File: src/rtl/chunked_sub_unit.sv
// rtl/chunked_sub_unit.sv - multi-cycle W-bit unsigned subtractor, CHUNK bits per clock, valid/ready on both sides
// Optional signed-overflow output enabled by defining SUB_OVF_EN.
module chunked_sub_unit #(
    parameter int W     = 64,
    parameter int CHUNK = 16
) (
    input  logic         clk,
    input  logic         rst,
    input  logic         in_valid,
    output logic         in_ready,
    input  logic [W-1:0] a,
    input  logic [W-1:0] b,
    output logic         out_valid,
    input  logic         out_ready,
    output logic [W-1:0] diff,
    output logic         borrow
`ifdef SUB_OVF_EN
    ,
    output logic         ovf
`endif
);

    localparam int N    = W / CHUNK;
    localparam int IDXW = (N > 1) ? $clog2(N) : 1;
    localparam logic [IDXW-1:0] LAST_IDX = IDXW'(N - 1);

    typedef enum logic [1:0] {
        IDLE,
        RUN,
        DONE
    } state_t;

    state_t          state_q;
    state_t          state_d;
    logic [W-1:0]    a_reg;
    logic [W-1:0]    b_reg;
    logic [IDXW-1:0] idx;
    logic            carry_reg;

    logic [CHUNK-1:0] a_chunk;
    logic [CHUNK-1:0] b_chunk;
    logic [CHUNK:0]   chunk_sum;
    logic             last_chunk;
    logic             accept;

    // a - b as a + ~b + 1: the initial carry of 1 supplies the +1.
    always_comb begin
        a_chunk    = a_reg[int'(idx) * CHUNK +: CHUNK];
        b_chunk    = b_reg[int'(idx) * CHUNK +: CHUNK];
        chunk_sum  = {1'b0, a_chunk} + {1'b0, ~b_chunk} + {{CHUNK{1'b0}}, carry_reg};
        last_chunk = (idx == LAST_IDX);
    end

    assign in_ready  = (state_q == IDLE);
    assign out_valid = (state_q == DONE);
    assign accept    = in_ready && in_valid;

    always_comb begin
        state_d = state_q;
        case (state_q)
            IDLE: if (in_valid) state_d = RUN;
            RUN:  if (last_chunk) state_d = DONE;
            DONE: if (out_ready) state_d = IDLE;
            default: state_d = IDLE;
        endcase
    end

    always_ff @(posedge clk) begin
        if (rst) begin
            state_q   <= IDLE;
            a_reg     <= '0;
            b_reg     <= '0;
            idx       <= '0;
            carry_reg <= 1'b1;
            diff      <= '0;
            borrow    <= 1'b0;
`ifdef SUB_OVF_EN
            ovf       <= 1'b0;
`endif
        end else begin
            state_q <= state_d;
            if (accept) begin
                a_reg     <= a;
                b_reg     <= b;
                idx       <= '0;
                carry_reg <= 1'b1;
                diff      <= '0;
            end else if (state_q == RUN) begin
                diff[int'(idx) * CHUNK +: CHUNK] <= chunk_sum[CHUNK-1:0];
                carry_reg <= chunk_sum[CHUNK];
                idx       <= last_chunk ? '0 : idx + 1'b1;
                if (last_chunk) begin
                    borrow <= ~chunk_sum[CHUNK];
`ifdef SUB_OVF_EN
                    // Top result bit is the MSB of the final chunk being written now.
                    ovf <= (a_reg[W-1] != b_reg[W-1]) && (chunk_sum[CHUNK-1] != a_reg[W-1]);
`endif
                end
            end
        end
    end

endmodule

File: config.mk
export PLATFORM = sky130hd
export DESIGN_NAME = chunked_sub_unit
export DESIGN_NICKNAME = d
export VERILOG_FILES = /design/src/rtl/chunked_sub_unit.sv
export SDC_FILE = /design/constraint.sdc
export NUM_CORES = 1
export LEC_CHECK = 0
export ABC_AREA = 1
export CAP_MARGIN = 20
export CORE_MARGIN = 10
export CORE_UTILIZATION = 50
export CTS_CLUSTER_SIZE = 16
export DETAILED_ROUTE_END_ITERATION = 6
export PLACE_DENSITY = 0.79
export SETUP_SLACK_MARGIN = 0.15
export SLEW_MARGIN = 20
export SYNTH_ARGS = -nofsm -noshare
export SYNTH_HDL_FRONTEND = slang
export SYNTH_SLANG_ARGS = --single-unit
File: constraint.sdc
create_clock -name clk -period 4.1 [get_ports clk]
set_input_delay 0.82 -clock clk [delete_from_list [all_inputs] [get_ports clk]]
set_output_delay 0.82 -clock clk [all_outputs]
set_load 0.05 [all_outputs]
==> results of run 1 <==
cell usage after synthesis, types with 15 or more instances:
| cell | n |
|---|---|
| o22ai_1 | 15 |
| nor2_1 | 310 |
| nand2_1 | 227 |
| inv_1 | 57 |
| o21ai_0 | 160 |
| nand4_1 | 20 |
| ha_1 | 21 |
| a32o_1 | 15 |
| dfxtp_1 | 198 |
| nand3_1 | 27 |
| clkbuf_1 | 51 |
| buf_2 | 25 |
| a21oi_1 | 91 |
area by class of cell:
class | count | area (µm²)
Clock buffer | 21 | 470.5
Clock inverter | 8 | 123.9
Fill cell | 1520 | 5861
Inverter | 59 | 222.7
Multi-Input combinational cell | 920 | 4355
Sequential cell | 198 | 3965
Tap cell | 225 | 281.5
Timing Repair Buffer | 209 | 2077
metal layers:
metal  up-vias  part of all wire, %  track usage (%)
li1       4415                    -                -
met1      4089                   43            28.85
met2       351                   47            37.09
met3        34                  8.3            5.612
met4         2                  1.4            5.848
met5         -                0.036                0
per-stage QoR:
stage | hold slack [ns] | utilization (%) | power, µW
floorplan | 0.4495 | - | 2913
detailed placement | 0.4551 | 62.81 | 3320
global route | 0.4830 | 66.23 | 5232
global placement | 0.4529 | 62.81 | 3303
CTS | 0.4695 | 66.23 | 4994
finish | 0.4667 | 66.23 | 4998
final timing paths:
kind                                       startpoint                     to  slack, ns
worst min register to register  diff[60]$_SDFFE_PP0P_  diff[60]$_SDFFE_PP0P_       0.47
worst max register to register    idx[1]$_SDFFE_PP0P_  diff[55]$_SDFFE_PP0P_       0.54
worst max-delay path              idx[1]$_SDFFE_PP0P_  diff[55]$_SDFFE_PP0P_       0.54
worst min-delay path            diff[60]$_SDFFE_PP0P_  diff[60]$_SDFFE_PP0P_       0.47
logic make-up after synthesis:
kind of cell             count (synthesis)  share of synthesized area, %
AO/OA/AOI/OAI                          292                         17.86
XOR/XNOR                                 7                        0.6896
adder cells (fa/ha/maj)                 23                         3.406
buffers and inverters                  143                         6.516
flip-flops                             198                         44.58
AND/OR/NAND/NOR                        598                         26.95
worst max-delay path: cells and delay by family, from the launching register on:
family / cells / cell delay (ns)
fa+ha+maj: 1 / 0.43
simple gates: 7 / 0.77
compound gates: 3 / 0.44
flops: 1 / 0.30
buf+inv: 4 / 1.18
xor+xnor: 1 / 0.36
power groups by stage:
| stage | sequential (µW) | clock [µW] | combinational (µW) |
|---|---|---|---|
| 2_1_floorplan | 2170 | 0 | 741 |
| 3_3_place_gp | 2150 | 0 | 1150 |
| 3_5_place_dp | 2160 | 0 | 1160 |
| 4_1_cts | 2110 | 1710 | 1170 |
| 5_1_grt | 2130 | 1790 | 1320 |
| 6_report | 2120 | 1700 | 1180 |
cell usage in the layout (no fill, tap or decap), types with 4 or more instances in the layout:
master	count
ha_1	21
inv_1	54
nor2_4	4
nor3_1	6
nand3_1	27
a32o_1	15
dfxtp_1	197
buf_4	10
o21ai_0	160
o22ai_1	15
nor2_1	310
a32oi_1	4
clkbuf_16	17
xor2_1	5
nand2_1	226
clkdlybuf4s50_1	198
a22oi_1	4
a21oi_1	91
nand4_1	20
==> qor.yml, run 1 <==
power.density_nw_per_um2: 434.8
combPwrFrac_pct: 23.6
final_nets: 1560
slew_viol_final: 0
clock-root-buffer: "clkbuf_16"
gp_congestion: 0.9134
yosysSeqAreaShare_pct: 44.58
dp_hpwl_um: 20460
seqPwrFrac_pct: 42.3
postSynthCellCount: 1261
required_ns: 4.46
slowest_stage: "ha_1"
ys.flop_type: "dfxtp_1"
max_freq_mhz: 280.7
fin_area_um2: 11500
synth_fp_nets: 1416
clock_skew_ns: 0.009434
syn_to_final_growth_pct: 29.30
max_slew.worst_pin.slew_ns: 0.9953
arrival_ns: 3.92
yosys_warnings: 0
fin_tns_setup_ns: 0
grt_usage_pct: 22.56
start_util_pct: 51.23
grt_pass1_vias: 8346
grt_first_pass_wirelength_um: 44010
io_buffers: 198
synthTopCellsByArea: "dfxtp_1 45%, nor2_1 13%, nand2_1 9.6%"
hold_depth: 2
switching_power_uw: 1527
synth_area_per_cell_um2: 7.051
ir_drop_v: 0.0003453
cts_buffers: 17
ys_types: 31
finalSetupViolations: 0
remaining_drc_errors: 0
period_share_pct: 86.89
p_int_uw: 3471
clkLatencyLatePin_ns: 0.43
critical_path_class: "reg2reg"
final_cells: 1640
dpl_cell_area_um2: 10900
switching_share_pct: 30.55
wl_um: 27660
relSlewSlack_pct: 33.65
fp.dieW_um: 153.4
clk_pin_slew_worst_paths_ns: 0.07
cts_tree: "yes"
worstPathMaxFanout: 20
die_y_um: 153.4
synth_top_cell_area_share_pct: 44.58
synth-edff-count: 0
setup_slack_ns: 0.5373
p_clk_share_pct: 34.1
antenna_found_initial: 1
post_cts_buffers: 0
grt_max_degree: 130
dp_cells: 1611
vias: 8891
setup.worst_path.end_class: "register"
rr_worst_depth: 16
clkSinkCount: 198
diodes: 0
slowest_delay_ns: 0.43
drt-initial-drc-count: 654
htreeDepth: 4
hold_violations: 0
drt_first_pass_iters: 5
drtAntennaViolNets: 0
postCtsHoldBufs: 0
fin_crit_ns: 3.563
avgViaCountPerCell: 5.421
min_path_type: "reg2reg"
core-area_um2: 17360
synth_area_um2: 8891
rows: 48
yosys.area.top_type: "dfxtp_1"
worstSetupStartpointType: "register"
maxCapViolCount: 0
io_pins: 199
path_cells: "buf_4 > inv_1 > buf_4 > buf_4 > a21oi_1 > a32o_1 > ha_1 > nand3_1 > nand2_1 > nand2_1 > nand2_1 > xor2_1 > nand2_1 > nor2_1 > nand2_1 > a21oi_1"
post-place-ws_ns: 0.6299
drive_gt1_share_pct: 3.746
crit_top_cell: "nand2_1"
routedWlPerCell_um: 16.87
ys_ff_latch: 198
p_leak_uw: 0.004564
rsz0062_at_grt: "no"
ctsResizeCount: 0
gr-total-overflow: 0
async_flop_share_pct: 0
status: "complete, no violations"
clk_path_buf_depth: 2
die_area_um2: 23520
(Power assumes the default switching activity.)
==> inputs of run 2 (changes only) <==
DONT_BUFFER_PORTS = 1   (was default)
PLACE_DENSITY = 0.72   (was 0.79)
==> run 2 against run 1 <==
Clock skew increased by 0.0023 ns. Sequential share of layout area up 7.1 points. Clock power is 4% higher. Hold slack got worse by 0.034 ns. Register-to-register slack gained 0.18 ns. Global-route usage fell by 0.94 points. Wire length decreased by 4.0%. Critical endpoint is now diff[23]$_SDFFE_PP0P_. Largest cell class unchanged.
==> qor.yml, run 2 (synthesis results as in run 1) <==
worstPathMaxFanout: 31
finalSetupViolations: 0
power.density_nw_per_um2: 514.7
avgViaCountPerCell: 5.585
grt_pass1_vias: 7397
slew_viol_final: 0
final_common_cell: "nor2_1"
ir_drop_v: 0.0003820
clock-root-buffer: "clkbuf_16"
fin_crit_ns: 3.382
final_cells: 1448
htreeDepth: 4
start_util_pct: 51.23
fp.dieW_um: 153.4
rows: 48
drtAntennaViolNets: 0
post_cts_buffers: 0
drt-initial-drc-count: 669
fin_tns_setup_ns: 0
io_pins: 199
period_share_pct: 82.48
ctsResizeCount: 0
worstSetupStartpointType: "register"
status: "complete, no violations"
syn_to_final_growth_pct: 7.346
vias: 8087
required_ns: 4.48
p_leak_uw: 0.003842
hold_violations: 0
critical_path_class: "reg2reg"
clkSinkCount: 198
final_nets: 1364
clk_pin_slew_worst_paths_ns: 0.07
gp_congestion: 0.8874
grt_max_degree: 115
max_slew.worst_pin.slew_ns: 0.9913
final_cell_mix: "310 x nor2_1, 226 x nand2_1, 197 x dfxtp_1"
setup_slack_ns: 0.7185
wl_um: 26570
gr-total-overflow: 0
drt_first_pass_iters: 5
dp_cells: 1415
clk_path_buf_depth: 2
max_freq_mhz: 295.7
io_buffers: 0
cts_tree: "yes"
postCtsHoldBufs: 0
grt_usage_pct: 21.62
maxCapViolCount: 0
antenna_found_initial: 1
post-place-ws_ns: 0.8301
fill_cells: 1669
setup.worst_path.end_class: "register"
die_y_um: 153.4
remaining_drc_errors: 0
arrival_ns: 3.76
rsz0062_at_grt: "no"
min_path_type: "in2reg"
clkLatencyLatePin_ns: 0.45
clock_skew_ns: 0.01175
die_area_um2: 23520
relSlewSlack_pct: 33.67
routedWlPerCell_um: 18.35
cts_buffers: 17
drive_gt1_share_pct: 4.828
dp_hpwl_um: 19360
grt_first_pass_wirelength_um: 41340
core-area_um2: 17360
## run 2: stage by stage
step	hold WS (ns)	total power (µW)	utilization, %	cell area [µm²]
6_report	0.4329	4913	54.99	9544
5_1_grt	0.4316	5138	54.99	9544
4_1_cts	0.4274	4917	54.97	9542
3_5_place_dp	0.4692	3185	51.41	8924
3_3_place_gp	0.4605	3173	51.41	8924
2_1_floorplan	0.4495	2913	-	8891
## run 2: report_power, final
group	switching [µW]	leakage, µW	internal (µW)
Clock	779	0.000300	977
Sequential	114	0.00163	2050
Combinational	695	0.00191	303
## run 2: path summary, 6_finish.rpt
check	start	end	slack, ns	cells past startpoint
max	idx[1]$_SDFFE_PP0P_	diff[23]$_SDFFE_PP0P_	0.72	15
min	rst	state_q[0]$_SDFFE_PP0P_	0.43	1
max reg2reg	idx[1]$_SDFFE_PP0P_	diff[23]$_SDFFE_PP0P_	0.72	15
min reg2reg	b_reg[46]$_SDFFE_PP0P_	b_reg[46]$_SDFFE_PP0P_	0.49	2
## run 2: final cells by class
cell class	count	area [µm²]	share of cell area, %
repair buffers	13	97.59	1.023
well taps	225	281.5	2.950
diodes	1	2.502	0.02622
clock buffers	17	425.4	4.457
multi-input cells	920	4355	45.63
clock inverters	15	192.7	2.019
inverters	59	224.0	2.347
flip-flops and latches	198	3965	41.54
## run 2: per-layer routing
layer | routed length, µm | vias to the layer above | part of all wire, % | track usage (%)
li1 | - | 4031 | - | -
met1 | 11650 | 3696 | 44 | 28.18
met2 | 11470 | 322 | 43 | 32.00
met3 | 2710 | 38 | 10 | 7.660
met4 | 730 | 0 | 2.7 | 8.277
met5 | 0 | - | 0 | 0
## run 2: critical path, stage by stage, from the launching register on
cell and delay (ns):
dfxtp_1 0.32, inv_1 0.51, buf_4 0.43, a21oi_1 0.07, a32oi_1 0.34, inv_1 0.09
ha_1 0.31, nand3_1 0.08, nand2_1 0.12, nand2_1 0.06, nand2_1 0.13, xor2_1 0.34
nand2_1 0.09, nor2_1 0.19, nand2_1 0.07, a21oi_1 0.14
==> inputs of run 3 (changes only) <==
PLACE_DENSITY = 0.75   (was 0.72)
clock period = 3 ns   (was 4.1 ns; I/O delays follow)
==> run 3 against run 2 <==
Hold slack got worse by 0.21 ns. Clock skew fell by 0.0029 ns. Clock-buffer cell count rose by 1. Largest power group unchanged. Highest routed layer unchanged.
==> qor.yml, run 3 (synthesis results as in run 1) <==
status: "complete, no violations"
critical_path_class: "reg2reg"
routedWlPerCell_um: 18.30
clkSinkCount: 198
vias: 8200
final_nets: 1372
period_share_pct: 90.56
htreeDepth: 4
core-area_um2: 17360
dpl_cell_area_um2: 9045
avgViaCountPerCell: 5.636
multi_input_area_um2: 4415
maxCapViolCount: 0
grt_pass1_vias: 7479
clkLatencyLatePin_ns: 0.44
drive_gt1_share_pct: 6.585
slew_viol_final: 0
dp_cells: 1423
drt-initial-drc-count: 694
grt_first_pass_wirelength_um: 41260
ir_drop_v: 0.0004708
worstPathMaxFanout: 16
slowest_delay_ns: 0.37
setup.worst_path.end_class: "register"
clk_path_buf_depth: 2
drt_first_pass_iters: 7
fin_tns_setup_ns: 0
finalSetupViolations: 0
die_y_um: 153.4
io_pins: 199
max_freq_mhz: 368.1
grt_usage_pct: 21.63
antenna_found_initial: 1
rows: 48
clock_skew_ns: 0.008864
p_leak_uw: 0.003906
power.density_nw_per_um2: 696.0
relSlewSlack_pct: 54.32
combPwrFrac_pct: 21.4
clock-root-buffer: "clkbuf_16"
seqPwrFrac_pct: 43.6
diodes: 0
p_int_uw: 4611
fill_cells: 1645
min_path_type: "in2reg"
max_slew.worst_pin.slew_ns: 0.6836
gr-total-overflow: 0
worstSetupStartpointType: "register"
slowest_stage: "dfxtp_2"
final_common_cell: "nor2_1"
cts_tree: "yes"
fp.dieW_um: 153.4
remaining_drc_errors: 0
drtAntennaViolNets: 0
utilization_pct: 56.06
required_ns: 3.36
rsz0062_at_grt: "yes"
arrival_ns: 3.08
switching_power_uw: 2162
gp_congestion: 0.9401
fin_crit_ns: 2.717
grt_max_degree: 131
wl_um: 26630
post_cts_buffers: 0
post-place-ws_ns: 0.2127
worst-path-buf-inv: 3
hold_violations: 0
syn_to_final_growth_pct: 9.443
cts_buffers: 17
regArea_um2: 3965
fin_area_um2: 9731
final_cell_mix: "310 x nor2_1, 223 x nand2_1, 197 x dfxtp_1"
io_buffers: 0
start_util_pct: 51.23
final_cells: 1455
die_area_um2: 23520
p_clk_share_pct: 35.0
setup_slack_ns: 0.2832
dp_hpwl_um: 19440
switching_share_pct: 31.92
crit_top_cell: "nand2_1"
clk_pin_slew_worst_paths_ns: 0.07
crit_family: "simple AND/OR/NAND/NOR gates"
path_cells: "inv_2 > buf_4 > nor2_1 > o22ai_1 > ha_1 > nand2_1 > inv_1 > nand2_1 > nand2_1 > a21oi_1 > nand3_1 > nand2_1 > nand4_1 > a21oi_1"
-- run 3: worst register-to-register path, cell delays in order, from the launching register on --
cell and delay (ns):
dfxtp_2 0.37, inv_2 0.14, buf_4 0.26, nor2_1 0.09, o22ai_1 0.31, ha_1 0.35, nand2_1 0.19, inv_1 0.06
nand2_1 0.06, nand2_1 0.04, a21oi_1 0.16, nand3_1 0.09, nand2_1 0.23, nand4_1 0.14, a21oi_1 0.16
-- run 3: cell type report --
cell class                 instances  share of cell area (%)
clock inverter                    14                   1.800
tap                              225                   2.893
inverter                          59                   2.289
timing repair buffer              21                   2.379
sequential                       198                   40.75
multi-input combinational        920                   45.38
clock buffer                      18                   4.513
-- run 3: power by group through the flow --
stage / clock network [µW] / logic [µW] / registers, µW
after floorplan: 0 / 1010 / 2970
after global placement: 0 / 1360 / 3010
after detailed placement: 0 / 1380 / 3010
after CTS: 2390 / 1390 / 2950
after global routing: 2480 / 1630 / 2970
final: 2370 / 1450 / 2950
-- run 3: routing by layer --
metal | up-vias | GRT usage [%] | wire length, µm
met5 | - | 0 | 0
met4 | 0 | 7.332 | 600
met3 | 44 | 7.716 | 2831
met2 | 351 | 32.63 | 11710
met1 | 3767 | 28.01 | 11480
li1 | 4038 | - | -
-- run 3: metrics by stage --
| step | hold slack, ns | power [µW] |
|---|---|---|
| after floorplan | 0.4495 | 3982 |
| after global placement | 0.4607 | 4364 |
| after detailed placement | 0.4667 | 4388 |
| after CTS | 0.2152 | 6725 |
| after global routing | 0.2230 | 7087 |
| final | 0.2238 | 6773 |
-- run 3: worst paths after layout --
path / start / cells after the start / end / slack (ns)
setup / recovery: idx[0]$_SDFFE_PP0P_ / 14 / diff[61]$_SDFFE_PP0P_ / 0.28
hold / removal: rst / 1 / state_q[0]$_SDFFE_PP0P_ / 0.22
setup reg to reg: idx[0]$_SDFFE_PP0P_ / 14 / diff[61]$_SDFFE_PP0P_ / 0.28
hold reg to reg: a_reg[41]$_SDFFE_PP0P_ / 2 / a_reg[41]$_SDFFE_PP0P_ / 0.48
-- run 3: timing repair --
action,in CTS,in global routing
hold buffers,0,0
setup endpoints to repair,0,48
gates resized for setup,0,23
